==> src/rtl/alu_pkg.sv <==
// alu_pkg: definitions shared by the ALU and its flag consumer.
//  - condition code encodings (ARM style, COND_EQ..COND_NV)
//  - NZCV bit positions inside the 4-bit flag register {N,Z,C,V}
//  - ALU operation encodings used by the ALU issue logic
//  - control FSM state type for alu_flag_ctrl
package alu_pkg;

  localparam logic [3:0] COND_EQ = 4'h0;
  localparam logic [3:0] COND_NE = 4'h1;
  localparam logic [3:0] COND_CS = 4'h2;
  localparam logic [3:0] COND_CC = 4'h3;
  localparam logic [3:0] COND_MI = 4'h4;
  localparam logic [3:0] COND_PL = 4'h5;
  localparam logic [3:0] COND_VS = 4'h6;
  localparam logic [3:0] COND_VC = 4'h7;
  localparam logic [3:0] COND_HI = 4'h8;
  localparam logic [3:0] COND_LS = 4'h9;
  localparam logic [3:0] COND_GE = 4'hA;
  localparam logic [3:0] COND_LT = 4'hB;
  localparam logic [3:0] COND_GT = 4'hC;
  localparam logic [3:0] COND_LE = 4'hD;
  localparam logic [3:0] COND_AL = 4'hE;
  localparam logic [3:0] COND_NV = 4'hF;

  localparam int NZCV_N = 3;
  localparam int NZCV_Z = 2;
  localparam int NZCV_C = 1;
  localparam int NZCV_V = 0;

  typedef enum logic [1:0] {
    ALU_NOP = 2'd0,
    ALU_ADD = 2'd1,
    ALU_SUB = 2'd2,
    ALU_SHL = 2'd3
  } alu_op_e;

  typedef enum logic {
    ST_IDLE = 1'b0,
    ST_WAIT = 1'b1
  } ctrl_state_e;

endpackage

==> src/rtl/alu_flag_ctrl_cond_eval.sv <==
// cond_eval: purely combinational condition-code evaluator.
// Ports:
//  nzcv  in  4  flag vector {N,Z,C,V}
//  cond  in  4  ARM-style condition code
//  pass  out 1  condition holds for the given flags
module cond_eval
  import alu_pkg::*;
(
  input  logic [3:0] nzcv,
  input  logic [3:0] cond,
  output logic       pass
);

  logic n, z, c, v;

  assign n = nzcv[NZCV_N];
  assign z = nzcv[NZCV_Z];
  assign c = nzcv[NZCV_C];
  assign v = nzcv[NZCV_V];

  // Decode the condition against the individual flags.
  always_comb begin
    pass = 1'b0;
    case (cond)
      COND_EQ: pass = z;
      COND_NE: pass = !z;
      COND_CS: pass = c;
      COND_CC: pass = !c;
      COND_MI: pass = n;
      COND_PL: pass = !n;
      COND_VS: pass = v;
      COND_VC: pass = !v;
      COND_HI: pass = c && !z;
      COND_LS: pass = !c || z;
      COND_GE: pass = (n == v);
      COND_LT: pass = (n != v);
      COND_GT: pass = !z && (n == v);
      COND_LE: pass = z || (n != v);
      COND_AL: pass = 1'b1;
      default: pass = 1'b0;
    endcase
  end

endmodule

==> src/rtl/alu_flag_ctrl.sv <==
// alu_flag_ctrl: holds the architectural NZCV register, tracks in-flight
// flag-setting ALU ops and answers condition requests once flags are final.
// Optional feature: FLAG_FWD_EN (when defined, the last retiring flag write is
// bypassed straight into the evaluator, saving one cycle of latency).
// Ports:
//  clk, reset_n          clock (rising edge), async active-low reset
//  setf_issue/setf_ready flag-setting op issued / counter not full
//  alu_wr, alu_n/z/c/o   ALU flag write and the flag values
//  cond_valid/cond/cond_ready  condition request handshake
//  resp_valid/resp_pass  one-cycle result pulse and result
//  nzcv                  current flag register
//  err                   sticky counter under/overflow error
module alu_flag_ctrl
  import alu_pkg::*;
#(
  parameter int         PEND_W   = 2,
  parameter logic [3:0] NZCV_RST = 4'h0
) (
  input  logic       clk,
  input  logic       reset_n,
  input  logic       setf_issue,
  output logic       setf_ready,
  input  logic       alu_wr,
  input  logic       alu_n,
  input  logic       alu_z,
  input  logic       alu_c,
  input  logic       alu_o,
  input  logic       cond_valid,
  input  logic [3:0] cond,
  output logic       cond_ready,
  output logic       resp_valid,
  output logic       resp_pass,
  output logic [3:0] nzcv,
  output logic       err
);

  localparam logic [PEND_W-1:0] PEND_MAX = '1;
  localparam logic [PEND_W-1:0] PEND_ONE = PEND_W'(1);

  logic [PEND_W-1:0] pend;
  ctrl_state_e       state;
  logic [3:0]        cond_q;
  logic [3:0]        eval_cond;
  logic [3:0]        eval_nzcv;
  logic              eval_pass;
  logic              pend_full;
  logic              pend_zero;
  logic              fwd_hit;

  assign pend_full  = (pend == PEND_MAX);
  assign pend_zero  = (pend == '0);
  assign setf_ready = !pend_full;
  assign cond_ready = (state == ST_IDLE);

`ifdef FLAG_FWD_EN
  // The write that retires the last outstanding writer carries final flags.
  assign fwd_hit = alu_wr && (pend == PEND_ONE) && !setf_issue;
`else
  assign fwd_hit = 1'b0;
`endif

  // In IDLE the request is evaluated the cycle it arrives, so use the live cond.
  assign eval_cond = (state == ST_IDLE) ? cond : cond_q;
  assign eval_nzcv = fwd_hit ? {alu_n, alu_z, alu_c, alu_o} : nzcv;

  cond_eval u_cond_eval (
    .nzcv (eval_nzcv),
    .cond (eval_cond),
    .pass (eval_pass)
  );

  // Flag register: every ALU write lands, even an erroneous one at counter 0.
  always_ff @(posedge clk or negedge reset_n) begin
    if (!reset_n) begin
      nzcv <= NZCV_RST;
    end else if (alu_wr) begin
      nzcv <= {alu_n, alu_z, alu_c, alu_o};
    end
  end

  // In-flight writer counter saturates at both ends; an issue and a retire in
  // the same cycle cancel out. Illegal saturating events latch err.
  always_ff @(posedge clk or negedge reset_n) begin
    if (!reset_n) begin
      pend <= '0;
      err  <= 1'b0;
    end else begin
      case ({setf_issue, alu_wr})
        2'b10: begin
          if (pend_full) err  <= 1'b1;
          else           pend <= pend + PEND_ONE;
        end
        2'b01: begin
          if (pend_zero) err  <= 1'b1;
          else           pend <= pend - PEND_ONE;
        end
        default: ;
      endcase
    end
  end

  // Request FSM: answer immediately when no writer is outstanding (and no
  // write is landing this cycle), otherwise park in WAIT until the counter
  // drains. The registered nzcv is already final the cycle after it drains.
  always_ff @(posedge clk or negedge reset_n) begin
    if (!reset_n) begin
      state      <= ST_IDLE;
      cond_q     <= 4'h0;
      resp_valid <= 1'b0;
      resp_pass  <= 1'b0;
    end else begin
      resp_valid <= 1'b0;
      case (state)
        ST_IDLE: begin
          if (cond_valid) begin
            cond_q <= cond;
            if ((pend_zero && !alu_wr) || fwd_hit) begin
              resp_valid <= 1'b1;
              resp_pass  <= eval_pass;
            end else begin
              state <= ST_WAIT;
            end
          end
        end
        ST_WAIT: begin
          if (pend_zero || fwd_hit) begin
            resp_valid <= 1'b1;
            resp_pass  <= eval_pass;
            state      <= ST_IDLE;
          end
        end
        default: state <= ST_IDLE;
      endcase
    end
  end

endmodule

==> config.mk <==
export PLATFORM = sky130hd
export DESIGN_NAME = alu_flag_ctrl
export DESIGN_NICKNAME = d
export VERILOG_FILES = /design/src/rtl/alu_pkg.sv /design/src/rtl/alu_flag_ctrl_cond_eval.sv /design/src/rtl/alu_flag_ctrl.sv
export SDC_FILE = /design/constraint.sdc
export NUM_CORES = 1
export LEC_CHECK = 0
export CAP_MARGIN = 25
export CORE_MARGIN = 2
export CORE_UTILIZATION = 40
export CTS_BUF_LIST = sky130_fd_sc_hd__clkbuf_8
export DETAILED_ROUTE_END_ITERATION = 7
export MAX_ROUTING_LAYER = met4
export PLACE_DENSITY_LB_ADDON = 0.25
export RECOVER_POWER = 25
export SYNTH_ARGS = -nofsm -noshare
export SYNTH_HDL_FRONTEND = slang
export SYNTH_SLANG_ARGS = --single-unit
export TNS_END_PERCENT = 50
==> constraint.sdc <==
create_clock -name clk -period 4.9 [get_ports clk]
set_input_delay 0.98 -clock clk [delete_from_list [all_inputs] [get_ports clk]]
set_output_delay 0.98 -clock clk [all_outputs]
set_load 0.02 [all_outputs]
==> results.md, run 1 <==
- Critical path capture point type: primary output
- Multi-input gate area: 542 um^2
- Psw: 0.258 mW
- Row count: 17
- P&R area growth vs syn: 30.0%
- Number of antenna violations at the first check in global routing: 0
- Via count: 790
- DIE WIDTH: 52.3 um
- Count leader, synth: dfrtp_1
- Reg clk slew, reported paths: 0.06 ns
- Reg power frac: 0.375
- Number of synthesized flops with an enable pin: 0
- Diodes inserted: 0
- Clk buf depth: 2
- Die area: 0.00274 mm^2
- Initial DRC count: 25
- Hold/Removal Path Class: reg -> reg
- Final wirelength: 2170 um
- Drt wl/cell: 15.1 um
- GRT overflow: 0
- Total GRT Usage: 0.190
- CP Cell Sequence: inv_2 -> clkdlybuf4s50_1
- Dpl cell area: 0.00116 mm^2
- Critical Path Start Type: flop
- Global-route wire length before repair: 3660 um
- Vias in the first global route: 816
- Port buffer count: 21
- Routability Congestion: 0.960
- DRC: 0
- Synth Flop Type: dfrtp_1
- Final setup TNS: 0 ns
- Critical path type: reg -> out
- Filler Cells Inserted: 213
- WP data arrival: 1.72 ns
- Slowest CP cell: dfrtp_1
- YS warnings: 0
- Initial Utilization: 0.423
- Clock latency on the worst-skew pair: 0.24 ns
- RSZ-0062 raised after global routing: false
- FMAX: 370 MHz
- Worst path max stage delay: 0.74 ns
- Pwr Density: 526 mW/mm^2
- HPWL after DPL: 1590 um
- Synth Register Bits: 14
- Post-route ant nets: 0
- Worst EP required: 3.92 ns
- Worst-path fanout max: 18
- First-pass DRT Iterations: 4
- Period Utilization, post-route: 0.551
- Sequential area share after synthesis: 0.375
- Post-synth cell types: 40
- VDD IR max: 0.000302 V
- Post-synth net total: 109
- Status: complete, no violations
- Total of max-cap violations: 0
- Cell family contributing the most delay on the critical path: flip-flops
- Tmin final: 2.70 ns
- CTS root buf: clkbuf_8
- # Post-CTS Setup Buffers: 0
- Worst-margin pin slew: 0.661 ns
- Final Cell Area: 0.00121 mm^2
- Mapped Cells: 94
- Sw Share: 0.405
- Cts bufs inserted: 3
- Final Hold Fails: 0
- Core Region: 0.00221 mm^2
- FFs w/ async S/R, synth: 1.00
- Layout cells sized above 1: 0.164
- Avg Cell Area, Syn: 9.94 um^2
- H-tree depth: 1
- Resized cells post-CTS: 0
- Leakage: 0.490 nW
- Worst clock skew: 0.00354 ns
- Hold-fix buffers at CTS: 0
- Slew Limit Fails: 0
- Largest net degree at the start of global routing: 19
- Clock power share: 0.177
- Int Pwr: 0.380 mW
- Slew headroom: 0.558
- Final nets: 132
- Post-synth top area share: 0.375
- Post-synth top cells: dfrtp_1, mux2_2, nor2_1, o21ai_0
- IO Count: 22
- Combinational share of power: 0.448
- Leading area contributor after synthesis: dfrtp_1
- Clk sinks: 14
- Post-Synthesis Cell Area: 935 um^2
- Synth area leaders: dfrtp_1, mux2_2, o21ai_0, mux2i_1, mux2_4
- Crit path buf inv count: 2
- Register area: 350 um^2
- Drt via density: 5.49
- Hold_ws: 0.475 ns
- Die Y: 52.3 um
- Final setup violation count: 0
- TritonCTS clock tree: yes
[metal layers]
layer | routed length, um | GRT usage | part of all wire
met3 | 91 | 0.0457 | 0.042
met2 | 1010 | 0.294 | 0.47
met5 | 0 | - | 0
met4 | 23 | 0.120 | 0.011
met1 | 1050 | 0.221 | 0.48
[per-stage QoR]
stage	worst slack [ns]	power [mW]	utilization	std cells
floorplan	2.81	0.437	-	94
global placement	2.25	0.516	0.524	140
detailed placement	2.20	0.523	0.524	140
CTS	2.21	0.637	0.549	144
global route	2.11	0.687	0.549	144
finish	2.20	0.639	0.549	144
[cells by family (layout without fill, tap and decap cells)]
logic type               after synthesis  after routing  synth area share
AO/OA/AOI/OAI                         22             22             0.165
XOR/XNOR                               4              4            0.0375
multiplexers                          14             14             0.175
buffers and inverters                  9             31            0.0455
adder cells (fa/ha/maj)                2              2            0.0268
AND/OR/NAND/NOR                       29             29             0.175
flip-flops                            14             14             0.375
[sequential cells by signal (all words and copies together), names as in the netlist]
signal,count
cond_q,4
pend,2
err,1
nzcv,4
resp_valid,1
state,1
resp_pass,1
[power by group through the flow]
stage	logic (mW)	clock network [mW]	registers [mW]
2_1_floorplan	0.230	0	0.207
3_3_place_gp	0.278	0	0.238
3_5_place_dp	0.283	0	0.240
4_1_cts	0.285	0.114	0.238
5_1_grt	0.315	0.123	0.249
6_report	0.286	0.113	0.240
[layout by cell type (no fill, tap or decap), types with 2 or more instances in the layout]
master            n
mux2i_1           3
xor2_1            3
mux2_2            8
o21ai_0           7
ha_1              2
nand3_1           2
nor2_1            7
a21oi_1           5
nor3_1            4
dfrtp_1          14
clkdlybuf4s50_1  20
clkbuf_8          4
a31oi_1           2
nand2_1           3
mux2_4            2
inv_1             5
nand2b_1          2
[cell type report]
cell class	count	share of cell area
well taps	28	0.0288
flip-flops and latches	14	0.288
repair buffers	21	0.173
multi-input cells	71	0.446
inverters	6	0.0185
clock buffers	4	0.0453
[worst paths after layout]
check                           startpoint         end  slack (ns)  depth (start not counted)
worst max-delay path                 state  cond_ready        2.20                          2
worst min-delay path                   err         err        0.48                          1
worst max register to register       state   resp_pass        2.83                          5
worst min register to register         err         err        0.48                          1
max in group asynchronous          reset_n     nzcv[1]        3.27                          1
min in group asynchronous          reset_n     pend[0]        1.21                          1
Note: power is estimated with default switching activity, not from simulation.
==> run 2: changes to the inputs <==
Clock period 4.9 ns to 2.52 ns, I/O delays scaled along.
==> results.md, run 2 (same netlist as run 1, synthesis figures left out) <==
- Status: complete, no violations
- Hold-fix buffers at CTS: 0
- Met3 GRT Util: 0.0314
- Grt met1 use: 0.222
- Worst EP required: 2.02 ns
- WP data arrival: 1.71 ns
- Power Total: 1.23 mW
- RSZ-0062 raised after global routing: false
- Slew headroom: 0.572
- Layout cells sized above 1: 0.171
- Critical path type: reg -> out
- Post-route ant nets: 0
- Clk sinks: 14
- TritonCTS clock tree: yes
- Critical Path Start Type: flop
- Most common cell after layout, fill and taps aside: clkdlybuf4s50_1
- Largest net degree at the start of global routing: 19
- VDD IR max: 0.000563 V
- P&R area growth vs syn: 30.8%
- Drt wl/cell: 13.7 um
- Largest registers in the final layout: cond_q (4), nzcv (4), pend (2)
- Critical path capture point type: primary output
- Row count: 17
- Die Y: 52.3 um
- Final setup violation count: 0
- Final nets: 133
- Die area: 0.00274 mm^2
- Clock latency on the worst-skew pair: 0.24 ns
- Routability Congestion: 0.930
- Non-Filler Instances: 145
- HPWL after DPL: 1530 um
- Final setup TNS: 0 ns
- Slew Limit Fails: 0
- Met2 Use GR: 0.277
- Clk buf depth: 2
- DRC: 0
- First-pass DRT Iterations: 4
- Worst-margin pin slew: 0.640 ns
- Leakage: 0.495 nW
- Resized cells post-CTS: 0
- Number of antenna violations at the first check in global routing: 0
- Total GRT Usage: 0.173
- # Post-CTS Setup Buffers: 0
- Cts bufs inserted: 3
- Diodes inserted: 0
- Final Hold Fails: 0
- Core Region: 0.00221 mm^2
- CTS root buf: clkbuf_8
- Vias in the first global route: 775
- Post-placement cell count: 141
- Worst clock skew: 0.00214 ns
- FMAX: 451 MHz
- Final wirelength: 1990 um
- Total of max-cap violations: 0
- Reg clk slew, reported paths: 0.06 ns
- IO Count: 22
- Drt via density: 5.50
- Tmin final: 2.22 ns
- Period Utilization, post-route: 0.879
- Initial DRC count: 16
- Most frequent cells in the layout: clkdlybuf4s50_1, dfrtp_1, mux2_2
- H-tree depth: 1
- Global-route wire length before repair: 3470 um
- Via count: 798
- Port buffer count: 21
- GRT Max-Usage Layer: met2
- Pwr Density: 1000 mW/mm^2
- GRT overflow: 0
- Hold/Removal Path Class: reg -> reg
- Initial Utilization: 0.423
- Worst-path fanout max: 18
- DIE WIDTH: 52.3 um
==> run 2: cell types whose count changed in the layout (fill, tap and decap cells not counted) <==
cell,before,now
buf_4,0,1
==> run 2: through the flow <==
step | setup slack [ns] | instance area [um^2] | hold slack (ns) | utilization
after global routing | 0.207 | 1220 | 0.499 | 0.553
after detailed placement | 0.314 | 1170 | 0.467 | 0.528
after CTS | 0.312 | 1220 | 0.485 | 0.553
final | 0.304 | 1220 | 0.473 | 0.553
after global placement | 0.358 | 1170 | 0.454 | 0.528
after floorplan | 0.890 | 935 | 0.208 | -
==> run 2: worst paths after layout <==
| check | startpoint | end | slack, ns | cells past startpoint |
|---|---|---|---|---|
| worst max register to register | state | resp_pass | 0.51 | 5 |
| worst min-delay path | err | err | 0.47 | 1 |
| max in group asynchronous | reset_n | pend[0] | 1.39 | 1 |
| worst min register to register | err | err | 0.47 | 1 |
| worst max-delay path | state | cond_ready | 0.30 | 2 |
| min in group asynchronous | reset_n | cond_q[3] | 0.72 | 1 |
==> run 2: area by class of cell <==
| type | instances | area, um^2 |
|---|---|---|
| inverter | 6 | 22.5 |
| fill | 214 | 990 |
| clock buffer | 4 | 55.1 |
| timing repair buffer | 22 | 218 |
| sequential | 14 | 350 |
| multi-input combinational | 71 | 542 |
| tap | 28 | 35.0 |
==> run 2: per-layer routing <==
layer	wire length [um]	vias to the layer above
met5	0	-
met4	8	0
met3	101	2
met2	935	19
met1	945	385
li1	-	392
==> run 2: report_power, final <==
group / switching, mW / leakage (nW) / total, mW / internal, mW
clock: 0.0823 / 0.0288 / 0.221 / 0.138
combinational: 0.250 / 0.303 / 0.547 / 0.297
sequential: 0.155 / 0.163 / 0.460 / 0.304
total: 0.488 / 0.495 / 1.23 / 0.740
==> run 2: critical path, stage by stage (launching register included) <==
cell and delay (ns):
dfrtp_1 0.74, inv_2 0.15, clkdlybuf4s50_1 0.58
==> run 3: changes to the inputs <==
Settings changed: CORE_UTILIZATION 40 to 51, SETUP_SLACK_MARGIN set to 0.3.
==> results.md, run 3 (same netlist as run 1, synthesis figures left out) <==
- Hold-critical path depth: 1
- Worst-margin pin slew: 0.647 ns
- GRT overflow: 0
- Filler Cells Inserted: 145
- Clk buf depth: 2
- Hold/Removal Path Class: reg -> reg
- Final wirelength: 2130 um
- FF-to-FF End: resp_pass
- Clock latency on the worst-skew pair: 0.25 ns
- Port buffer count: 21
- Worst EP required: 2.02 ns
- Slew headroom: 0.567
- Clock power share: 0.175
- # Post-CTS Setup Buffers: 0
- WP data arrival: 1.55 ns
- Reg power frac: 0.358
- Hold path start: err
- Combinational share of power: 0.466
- Leakage: 0.500 nW
- Hold-fix buffers at CTS: 0
- Row count: 15
- Slew Limit Fails: 0
- HPWL after DPL: 1610 um
- Diodes inserted: 0
- Die Y: 46.8 um
- H-tree depth: 1
- Cts bufs inserted: 3
- Drt via density: 5.76
- Routability Congestion: 0.991
- Power Total: 1.25 mW
- Largest registers in the final layout: cond_q (4), nzcv (4), pend (2)
- Hold EP: err
- Total of max-cap violations: 0
- Global-route wire length before repair: 3440 um
- Final setup TNS: 0 ns
- CTS root buf: clkbuf_8
- TritonCTS clock tree: yes
- Worst Slack Setup Final: 0.465 ns
- Final Hold Fails: 0
- Int Pwr: 0.750 mW
- IO Count: 22
- DIE WIDTH: 46.8 um
- Critical path capture point type: primary output
- Multi-input gate area: 542 um^2
- P&R area growth vs syn: 31.2%
- Final nets: 134
- Tmin final: 2.06 ns
- Final setup violation count: 0
- Pre-CTS setup slack: 0.287 ns
- Status: complete, no violations
- Reg clk slew, reported paths: 0.06 ns
- Period Utilization, post-route: 0.816
- DRC: 0
- Die area: 0.00219 mm^2
- Most common cell after layout, fill and taps aside: clkdlybuf4s50_1
- Initial Utilization: 0.541
- Psw: 0.501 mW
- First-pass DRT Iterations: 4
- Pwr Density: 1020 mW/mm^2
- Post-route ant nets: 0
- VDD IR max: 0.000560 V
- Worst reg2reg path depth: 5
- Via count: 823
- Resized cells post-CTS: 0
- Sw Share: 0.401
- Worst-path fanout max: 10
- Core Region: 0.00173 mm^2
- FMAX: 487 MHz
- Clk sinks: 14
- RSZ-0062 raised after global routing: false
- Worst clock skew: 0.00473 ns
- Largest net degree at the start of global routing: 15
- Number of antenna violations at the first check in global routing: 0
- Critical path type: reg -> out
- Critical Path Start Type: flop
- Worst reg2reg setup slack: 0.67 ns
- Reg2reg start: state
- Drt wl/cell: 14.9 um
- Initial DRC count: 22
- Total GRT Usage: 0.233
- Vias in the first global route: 753
- Layout cells sized above 1: 0.178
- Register area: 350 um^2
- Most frequent cells in the layout: clkdlybuf4s50_1, dfrtp_1, mux2_2
## run 3: power by group through the flow
stage / combinational (mW) / clock [mW] / sequential (mW)
finish: 0.584 / 0.219 / 0.448
global placement: 0.572 / 0 / 0.445
detailed placement: 0.581 / 0 / 0.449
floorplan: 0.447 / 0 / 0.403
CTS: 0.584 / 0.225 / 0.445
global route: 0.643 / 0.237 / 0.462
## run 3: per-stage QoR
step | hold WS [ns] | instance area (um^2) | instances | util
6_report | 0.500 | 1230 | 143 | 0.710
2_1_floorplan | 0.208 | 935 | 94 | -
5_1_grt | 0.512 | 1230 | 143 | 0.710
3_5_place_dp | 0.487 | 1170 | 139 | 0.678
4_1_cts | 0.504 | 1230 | 143 | 0.710
3_3_place_gp | 0.457 | 1170 | 139 | 0.678
## run 3: cell type report
class                           instances  share of cell area
Clock buffer                            4              0.0449
Timing Repair Buffer                   23               0.184
Sequential cell                        14               0.286
Tap cell                               25              0.0255
Inverter                                6              0.0184
Multi-Input combinational cell         71               0.442
## run 3: how the worst max path moves through the flow
| stage | from | slack, ns | end |
|---|---|---|---|
| floorplan | state | 0.89 | resp_pass |
| global placement | cond[3] | 0.37 | resp_pass |
| detailed placement | cond[3] | 0.29 | resp_pass |
| CTS | state | 0.46 | cond_ready |
| global route | state | 0.42 | cond_ready |
| finish | state | 0.46 | cond_ready |
## run 3: critical path, cell delays in order (launching register included)
cell and delay, ns:
dfrtp_1 0.51, inv_2 0.17, clkdlybuf4s50_1 0.62
## run 3: per-layer routing
metal | routed length, um | global-route usage | up-vias
met5 | 0 | - | -
met3 | 105 | 0.0462 | 4
met2 | 1040 | 0.375 | 23
li1 | - | - | 395
met1 | 951 | 0.297 | 401
met4 | 28 | 0.0667 | 0
